==> src/rtl/microseq_pkg.sv <==
// Shared definitions for the microsequencer: next-state select and condition
// select encodings, the fetch state and the opcode/funct dispatch table.
package microseq_pkg;

    localparam int unsigned STATE_W_DEF = 7;
    localparam int unsigned ST_FETCH    = 0;

    typedef enum logic [2:0] {
        NS_DISPATCH = 3'b000,
        NS_FETCH    = 3'b001,
        NS_JUMP     = 3'b010,
        NS_INC      = 3'b011,
        NS_CBRANCH  = 3'b100,
        NS_WAIT     = 3'b101,
        NS_CALL     = 3'b110,
        NS_RETURN   = 3'b111
    } ns_sel_e;

    typedef enum logic [1:0] {
        COND_MOC   = 2'b00,
        COND_BR    = 2'b01,
        COND_ONE   = 2'b10,
        COND_OVF   = 2'b11
    } cond_sel_e;

    // Instruction fields
    localparam logic [5:0] OP_RTYPE  = 6'h00;
    localparam logic [5:0] OP_BEQ    = 6'h04;
    localparam logic [5:0] OP_ADDIU  = 6'h09;
    localparam logic [5:0] OP_SLTI   = 6'h0A;
    localparam logic [5:0] OP_ANDI   = 6'h0C;
    localparam logic [5:0] OP_ORI    = 6'h0D;
    localparam logic [5:0] OP_LUI    = 6'h0F;
    localparam logic [5:0] OP_LW     = 6'h23;
    localparam logic [5:0] OP_SW     = 6'h2B;
    localparam logic [5:0] FN_ADDU   = 6'h21;
    localparam logic [5:0] FN_SUBU   = 6'h23;
    localparam logic [5:0] FN_AND    = 6'h24;
    localparam logic [5:0] FN_OR     = 6'h25;
    localparam logic [5:0] FN_SLT    = 6'h2A;

    // Microcode entry states for each instruction
    localparam int unsigned ENC_ADDU  = 6;
    localparam int unsigned ENC_LW    = 7;
    localparam int unsigned ENC_SW    = 11;
    localparam int unsigned ENC_BEQ   = 12;
    localparam int unsigned ENC_SUBU  = 16;
    localparam int unsigned ENC_AND   = 17;
    localparam int unsigned ENC_OR    = 18;
    localparam int unsigned ENC_SLT   = 19;
    localparam int unsigned ENC_ADDIU = 20;
    localparam int unsigned ENC_ANDI  = 21;
    localparam int unsigned ENC_ORI   = 22;
    localparam int unsigned ENC_LUI   = 23;
    localparam int unsigned ENC_SLTI  = 24;

endpackage

==> src/rtl/microseq_next_state_encoder.sv <==
// Combinational dispatch encoder: maps IR opcode/funct to the microcode entry
// state; unrecognised instructions map to the fetch state.
module opcode_encoder
    import microseq_pkg::*;
#(
    parameter int unsigned STATE_W = STATE_W_DEF
) (
    input  logic [5:0]         ir_opcode,
    input  logic [5:0]         ir_funct,
    output logic [STATE_W-1:0] enc_state
);

    // Table lookup; R-type decodes on funct, everything else on opcode
    always_comb begin
        enc_state = STATE_W'(ST_FETCH);
        if (ir_opcode == OP_RTYPE) begin
            case (ir_funct)
                FN_ADDU: enc_state = STATE_W'(ENC_ADDU);
                FN_SUBU: enc_state = STATE_W'(ENC_SUBU);
                FN_AND:  enc_state = STATE_W'(ENC_AND);
                FN_OR:   enc_state = STATE_W'(ENC_OR);
                FN_SLT:  enc_state = STATE_W'(ENC_SLT);
                default: enc_state = STATE_W'(ST_FETCH);
            endcase
        end else begin
            case (ir_opcode)
                OP_ADDIU: enc_state = STATE_W'(ENC_ADDIU);
                OP_ANDI:  enc_state = STATE_W'(ENC_ANDI);
                OP_ORI:   enc_state = STATE_W'(ENC_ORI);
                OP_LUI:   enc_state = STATE_W'(ENC_LUI);
                OP_SLTI:  enc_state = STATE_W'(ENC_SLTI);
                OP_LW:    enc_state = STATE_W'(ENC_LW);
                OP_SW:    enc_state = STATE_W'(ENC_SW);
                OP_BEQ:   enc_state = STATE_W'(ENC_BEQ);
                default:  enc_state = STATE_W'(ST_FETCH);
            endcase
        end
    end

endmodule

==> src/rtl/microseq_next_state.sv <==
// Microsequencer: state register, next-state mux, wait-loop timeout counter.
// Build option: define USTACK_EN for a one-entry micro-subroutine return
// register (call/return); otherwise call and return both go to fetch.
module microseq_next_state
    import microseq_pkg::*;
#(
    parameter int unsigned STATE_W  = STATE_W_DEF,
    parameter int unsigned WAIT_MAX = 255
) (
    input  logic               clk,
    input  logic               reset,
    input  logic [2:0]         ns_sel,
    input  logic [1:0]         cond_sel,
    input  logic               cond_inv,
    input  logic [STATE_W-1:0] cr_addr,
    input  logic [5:0]         ir_opcode,
    input  logic [5:0]         ir_funct,
    input  logic               moc,
    input  logic               br_cond,
    input  logic               ovf,
    output logic [STATE_W-1:0] state,
    output logic               mem_timeout
);

    // Counter only needs to reach WAIT_MAX-1
    localparam int unsigned CNT_W = (WAIT_MAX > 1) ? $clog2(WAIT_MAX) : 1;

    ns_sel_e             ns;
    cond_sel_e           cs;
    logic                cond;
    logic [STATE_W-1:0]  inc;
    logic [STATE_W-1:0]  enc_state;
    logic [STATE_W-1:0]  state_nx;
    logic [CNT_W-1:0]    wait_cnt;
    logic [CNT_W-1:0]    wait_cnt_nx;
    logic                timeout_nx;

    assign ns  = ns_sel_e'(ns_sel);
    assign cs  = cond_sel_e'(cond_sel);
    assign inc = state + STATE_W'(1);

    opcode_encoder #(
        .STATE_W (STATE_W)
    ) u_enc (
        .ir_opcode (ir_opcode),
        .ir_funct  (ir_funct),
        .enc_state (enc_state)
    );

    // Condition select with optional inversion
    always_comb begin
        cond = 1'b0;
        case (cs)
            COND_MOC: cond = moc;
            COND_BR:  cond = br_cond;
            COND_ONE: cond = 1'b1;
            COND_OVF: cond = ovf;
            default:  cond = 1'b0;
        endcase
        cond = cond ^ cond_inv;
    end

`ifdef USTACK_EN
    logic [STATE_W-1:0] ret_reg, ret_reg_nx;
    logic               ret_vld, ret_vld_nx;
`endif

    // Next-state decode; wait counter clears on every cycle that is not a hold
    always_comb begin
        state_nx    = STATE_W'(ST_FETCH);
        wait_cnt_nx = '0;
        timeout_nx  = 1'b0;
`ifdef USTACK_EN
        ret_reg_nx  = ret_reg;
        ret_vld_nx  = ret_vld;
`endif
        case (ns)
            NS_DISPATCH: state_nx = enc_state;
            NS_FETCH:    state_nx = STATE_W'(ST_FETCH);
            NS_JUMP:     state_nx = cr_addr;
            NS_INC:      state_nx = inc;
            NS_CBRANCH:  state_nx = cond ? cr_addr : inc;
            NS_WAIT: begin
                if (cond) begin
                    state_nx = inc;
                end else if (wait_cnt == CNT_W'(WAIT_MAX - 1)) begin
                    state_nx   = STATE_W'(ST_FETCH);
                    timeout_nx = 1'b1;
                end else begin
                    state_nx    = state;
                    wait_cnt_nx = wait_cnt + CNT_W'(1);
                end
            end
`ifdef USTACK_EN
            NS_CALL: begin
                ret_reg_nx = inc;
                ret_vld_nx = 1'b1;
                state_nx   = cr_addr;
            end
            NS_RETURN: begin
                state_nx   = ret_vld ? ret_reg : STATE_W'(ST_FETCH);
                ret_vld_nx = 1'b0;
            end
`else
            NS_CALL:     state_nx = STATE_W'(ST_FETCH);
            NS_RETURN:   state_nx = STATE_W'(ST_FETCH);
`endif
            default:     state_nx = STATE_W'(ST_FETCH);
        endcase
    end

    // State, counter and timeout pulse registers
    always_ff @(posedge clk) begin
        if (reset) begin
            state       <= '0;
            wait_cnt    <= '0;
            mem_timeout <= 1'b0;
        end else begin
            state       <= state_nx;
            wait_cnt    <= wait_cnt_nx;
            mem_timeout <= timeout_nx;
        end
    end

`ifdef USTACK_EN
    // Return register
    always_ff @(posedge clk) begin
        if (reset) begin
            ret_reg <= '0;
            ret_vld <= 1'b0;
        end else begin
            ret_reg <= ret_reg_nx;
            ret_vld <= ret_vld_nx;
        end
    end
`endif

endmodule

==> config.mk <==
export PLATFORM = sky130hd
export DESIGN_NAME = microseq_next_state
export DESIGN_NICKNAME = d
export VERILOG_FILES = /design/src/rtl/microseq_pkg.sv /design/src/rtl/microseq_next_state_encoder.sv /design/src/rtl/microseq_next_state.sv
export SDC_FILE = /design/constraint.sdc
export NUM_CORES = 1
export LEC_CHECK = 0
export CORE_MARGIN = 5
export CORE_UTILIZATION = 47
export DETAILED_ROUTE_END_ITERATION = 6
export HOLD_SLACK_MARGIN = 0.02
export PLACE_DENSITY = 0.8
export SYNTH_ARGS = -nofsm -noshare
export SYNTH_HDL_FRONTEND = slang
export SYNTH_SLANG_ARGS = --single-unit
==> constraint.sdc <==
create_clock -name clk -period 3.35 [get_ports clk]
set_input_delay 0.67 -clock clk [delete_from_list [all_inputs] [get_ports clk]]
set_output_delay 0.67 -clock clk [all_outputs]
set_load 0.05 [all_outputs]
==> metrics.md <==
| Metric | Value |
|---|---|
| Max frequency | 359 MHz |
| Leak | 0.000634 uW |
| Antenna-violating nets left | 0 |
| Area grow syn2layout | 33.8% |
| Cells after Synth | 168 |
| R2R depth | 7 |
| # Post-CTS Setup Buffers | 0 |
| Clock transition at path regs | 100 ps |
| Met1 Wirelength | 1430 um |
| Vias in the first global route | 1,407 |
| Worst path cell trace | clkdlybuf4s50_1 > or4_4 > or3_4 > or4_4 > a311oi_2 > a22o_1 |
| # hold bufs at CTS | 0 |
| Reg2Reg Launch Point | state[0]$_SDFFE_PP0P_ |
| Post-CTS resize count | 0 |
| ANT cells | 0 |
| Initial Utilization | 48.2% |
| First-pass GRT wire length | 6040 um |
| Setup TNS | 0 ps |
| Length of the first detailed-routing pass in iterations | 4 |
| Post-synth ARST share | 0% |
| TritonCTS Buffers | 3 |
| Mean post-synth cell area | 7.70 um2 |
| Slew margin rel. | 49.9% |
| Max clock buf depth | 2 |
| CTS H-tree lvls | 1 |
| Largest stage delay, worst path | 540 ps |
| Yosys cell types | 53 |
| Via-per-instance ratio | 6.01 |
| Clock Tree Root | clkbuf_4 |
| Slowest stage cell, crit path | clkdlybuf4s50_1 |
| Peak VDD IR | 189 uV |
| Layout cells sized above 1 | 8.29% |
| Worst min-delay path class | reg2reg |
| R2r setup slk | 1600 ps |
| Met2 WL post-DR | 1750 um |
| DRT iter0 DRCs | 55 |
| I/O pins | 38 |
| Remaining DRCs | 0 |
| Worst hold endpoint | wait_cnt[0]$_SDFF_PP0_ |
| Hold depth | 1 |
| Die ar. | 3900 um2 |
| Final #Nets | 239 |
| WS Path Type | in2reg |
| Period utilization | 83.1% |
| Routed wire length | 3470 um |
| GP Congestion | 0.880 |
| Clock Latency Late Sink | 290 ps |
| PwrDens | 276 nW/um2 |
| Hold Path Origin | wait_cnt[0]$_SDFF_PP0_ |
| R2R Path End | state[6]$_SDFFE_PP0P_ |
| GRT Total Usage | 18.2% |
| Run status | finished clean |
| Max FO, Critical Path | 8 |
| CTS tree | done |
| Syn_nets | 201 |
| Chip height | 62.5 um |
| Final HPWL DP | 2810 um |
| Die W | 62.5 um |
| Grt ovf | 0 |
| Core area | 2690 um2 |
| Highest metal used | met4 |
| Worst endpoint required time | 3600 ps |
| Main synth FF type | dfxtp_1 |
| Min cycle time layout | 2780 ps |
| Vias | 1,419 |
| Most used cell, CP | or4_4 |
| Port bufs | 37 |
| Clock Skews | 4.65 ps |
| Met3 WL | 214 um |
| RSZ-0062 raised after global routing | false |
| YS warnings | 0 |
| Fin. Hold Viols | 0 |
| Dpl ws | 260 ps |
| # rows | 19 |
| Crit path capture type | register |
| Max Cap Viol | 0 |
| CP Launch Type | input pin |
| Pin count of the biggest net entering global routing | 12 |
| Final slew viol count | 0 |
| Tightest Pin Transition | 745 ps |
| WL/cell | 14.7 um |
| Mapped cell area | 1290 um2 |
| Number of synthesized register bits | 16 |
| Register area share after synthesis | 24.8% |
| Final setup fails | 0 |
| Initial antenna violation count | 0 |
| Num Clock Sinks | 16 |
| Final worst setup slack | 567 ps |
| EDFF count, synth | 0 |
| Worst EP arrival | 3030 ps |
layout by cell type, fill, tap and decap left out, types with 2 or more instances in the layout:
cell type / instances
nand2_1: 14
a22oi_1: 3
a31oi_1: 4
nand3b_1: 2
clkdlybuf4s50_1: 37
and3_1: 3
nor3_1: 6
nand3_1: 11
a21oi_1: 8
buf_4: 5
xnor2_1: 5
clkbuf_4: 3
o21ai_0: 2
inv_1: 8
nor2_1: 20
ha_1: 3
a22o_1: 2
or4_4: 2
mux2_2: 3
and4b_1: 2
nand2b_1: 6
xor2_1: 8
o22ai_1: 2
o41ai_1: 2
dfxtp_1: 16
metrics by stage:
stage / hold slack, ps / power, uW / std cells / util, % / instance area (um2)
final: 474 / 478 / 236 / 64.4 / 1730
after global routing: 524 / 501 / 236 / 64.4 / 1730
after CTS: 487 / 480 / 236 / 64.4 / 1730
after detailed placement: 465 / 350 / 232 / 63.1 / 1690
after global placement: 446 / 345 / 232 / 63.1 / 1690
after floorplan: 430 / 286 / 168 / - / 1290
synth_stat cells (2+ instances only):
master | number | area, um2
clkbuf_1 | 6 | 22.5
xor2_1 | 8 | 70.1
nand3b_1 | 2 | 15.0
a22oi_1 | 3 | 22.5
mux2_2 | 3 | 33.8
nand2_1 | 14 | 52.6
a31oi_1 | 4 | 25.0
o21ai_0 | 2 | 10.0
and3_1 | 3 | 18.8
ha_1 | 3 | 37.5
inv_1 | 8 | 30.0
a22o_1 | 2 | 17.5
o22ai_1 | 2 | 12.5
o41ai_1 | 2 | 17.5
or4_4 | 2 | 22.5
nand3_1 | 11 | 55.1
nor2_1 | 20 | 75.1
and4b_1 | 2 | 20.0
dfxtp_1 | 16 | 320
xnor2_1 | 5 | 43.8
nor3_1 | 6 | 30.0
a21oi_1 | 8 | 40.0
nand2b_1 | 6 | 37.5
layout make-up:
class,count,area (um2)
clock buffers,4,36.3
fillers,249,956
inverters,8,30.0
multi-input cells,135,897
flip-flops and latches,16,320
well taps,31,38.8
repair buffers,42,408
cells by family (layout without fill, tap and decap cells):
logic type	count (synthesis)	count (layout)	share of synthesized area, %
muxes	4	4	3.38
DFF	16	16	24.8
buffers and inverters	17	54	5.90
and+or+nand+nor	74	74	30.0
AOI/OAI and AO/OA	39	39	22.2
xor gates and xnor gates	14	14	10.1
adders and majority gates	4	4	3.68
metal layers:
layer  vias up  track usage [%]
li1        697                -
met1       667             21.0
met2        48             33.0
met3         7             2.16
met4         0             7.96
met5         -                0
sequential cells by signal, indices dropped and copies added (netlist names):
signal       flops
wait_cnt         8
mem_timeout      1
state            7
critical path, delay by kind of cell:
family	cells	cell delay [ps]
buffers and inverters	1	540
AO/OA/AOI/OAI	2	400
AND/OR/NAND/NOR	3	1410
worst max path at each step:
stage	startpoint	endpoint	cells after the start
after floorplan	ir_opcode[3]	state[0]$_SDFFE_PP0P_	6
after global placement	ir_opcode[1]	state[0]$_SDFFE_PP0P_	6
after detailed placement	ir_opcode[1]	state[0]$_SDFFE_PP0P_	6
after CTS	ir_opcode[1]	state[0]$_SDFFE_PP0P_	6
after global routing	ir_opcode[1]	state[0]$_SDFFE_PP0P_	6
final	ir_opcode[1]	state[0]$_SDFFE_PP0P_	6
where the power goes:
part           internal (uW)  switching, uW  total, uW
registers                195           6.78        202
logic                   70.4           75.4        146
clock network           66.3           64.6        131
Power figures use the tool's default switching activity.
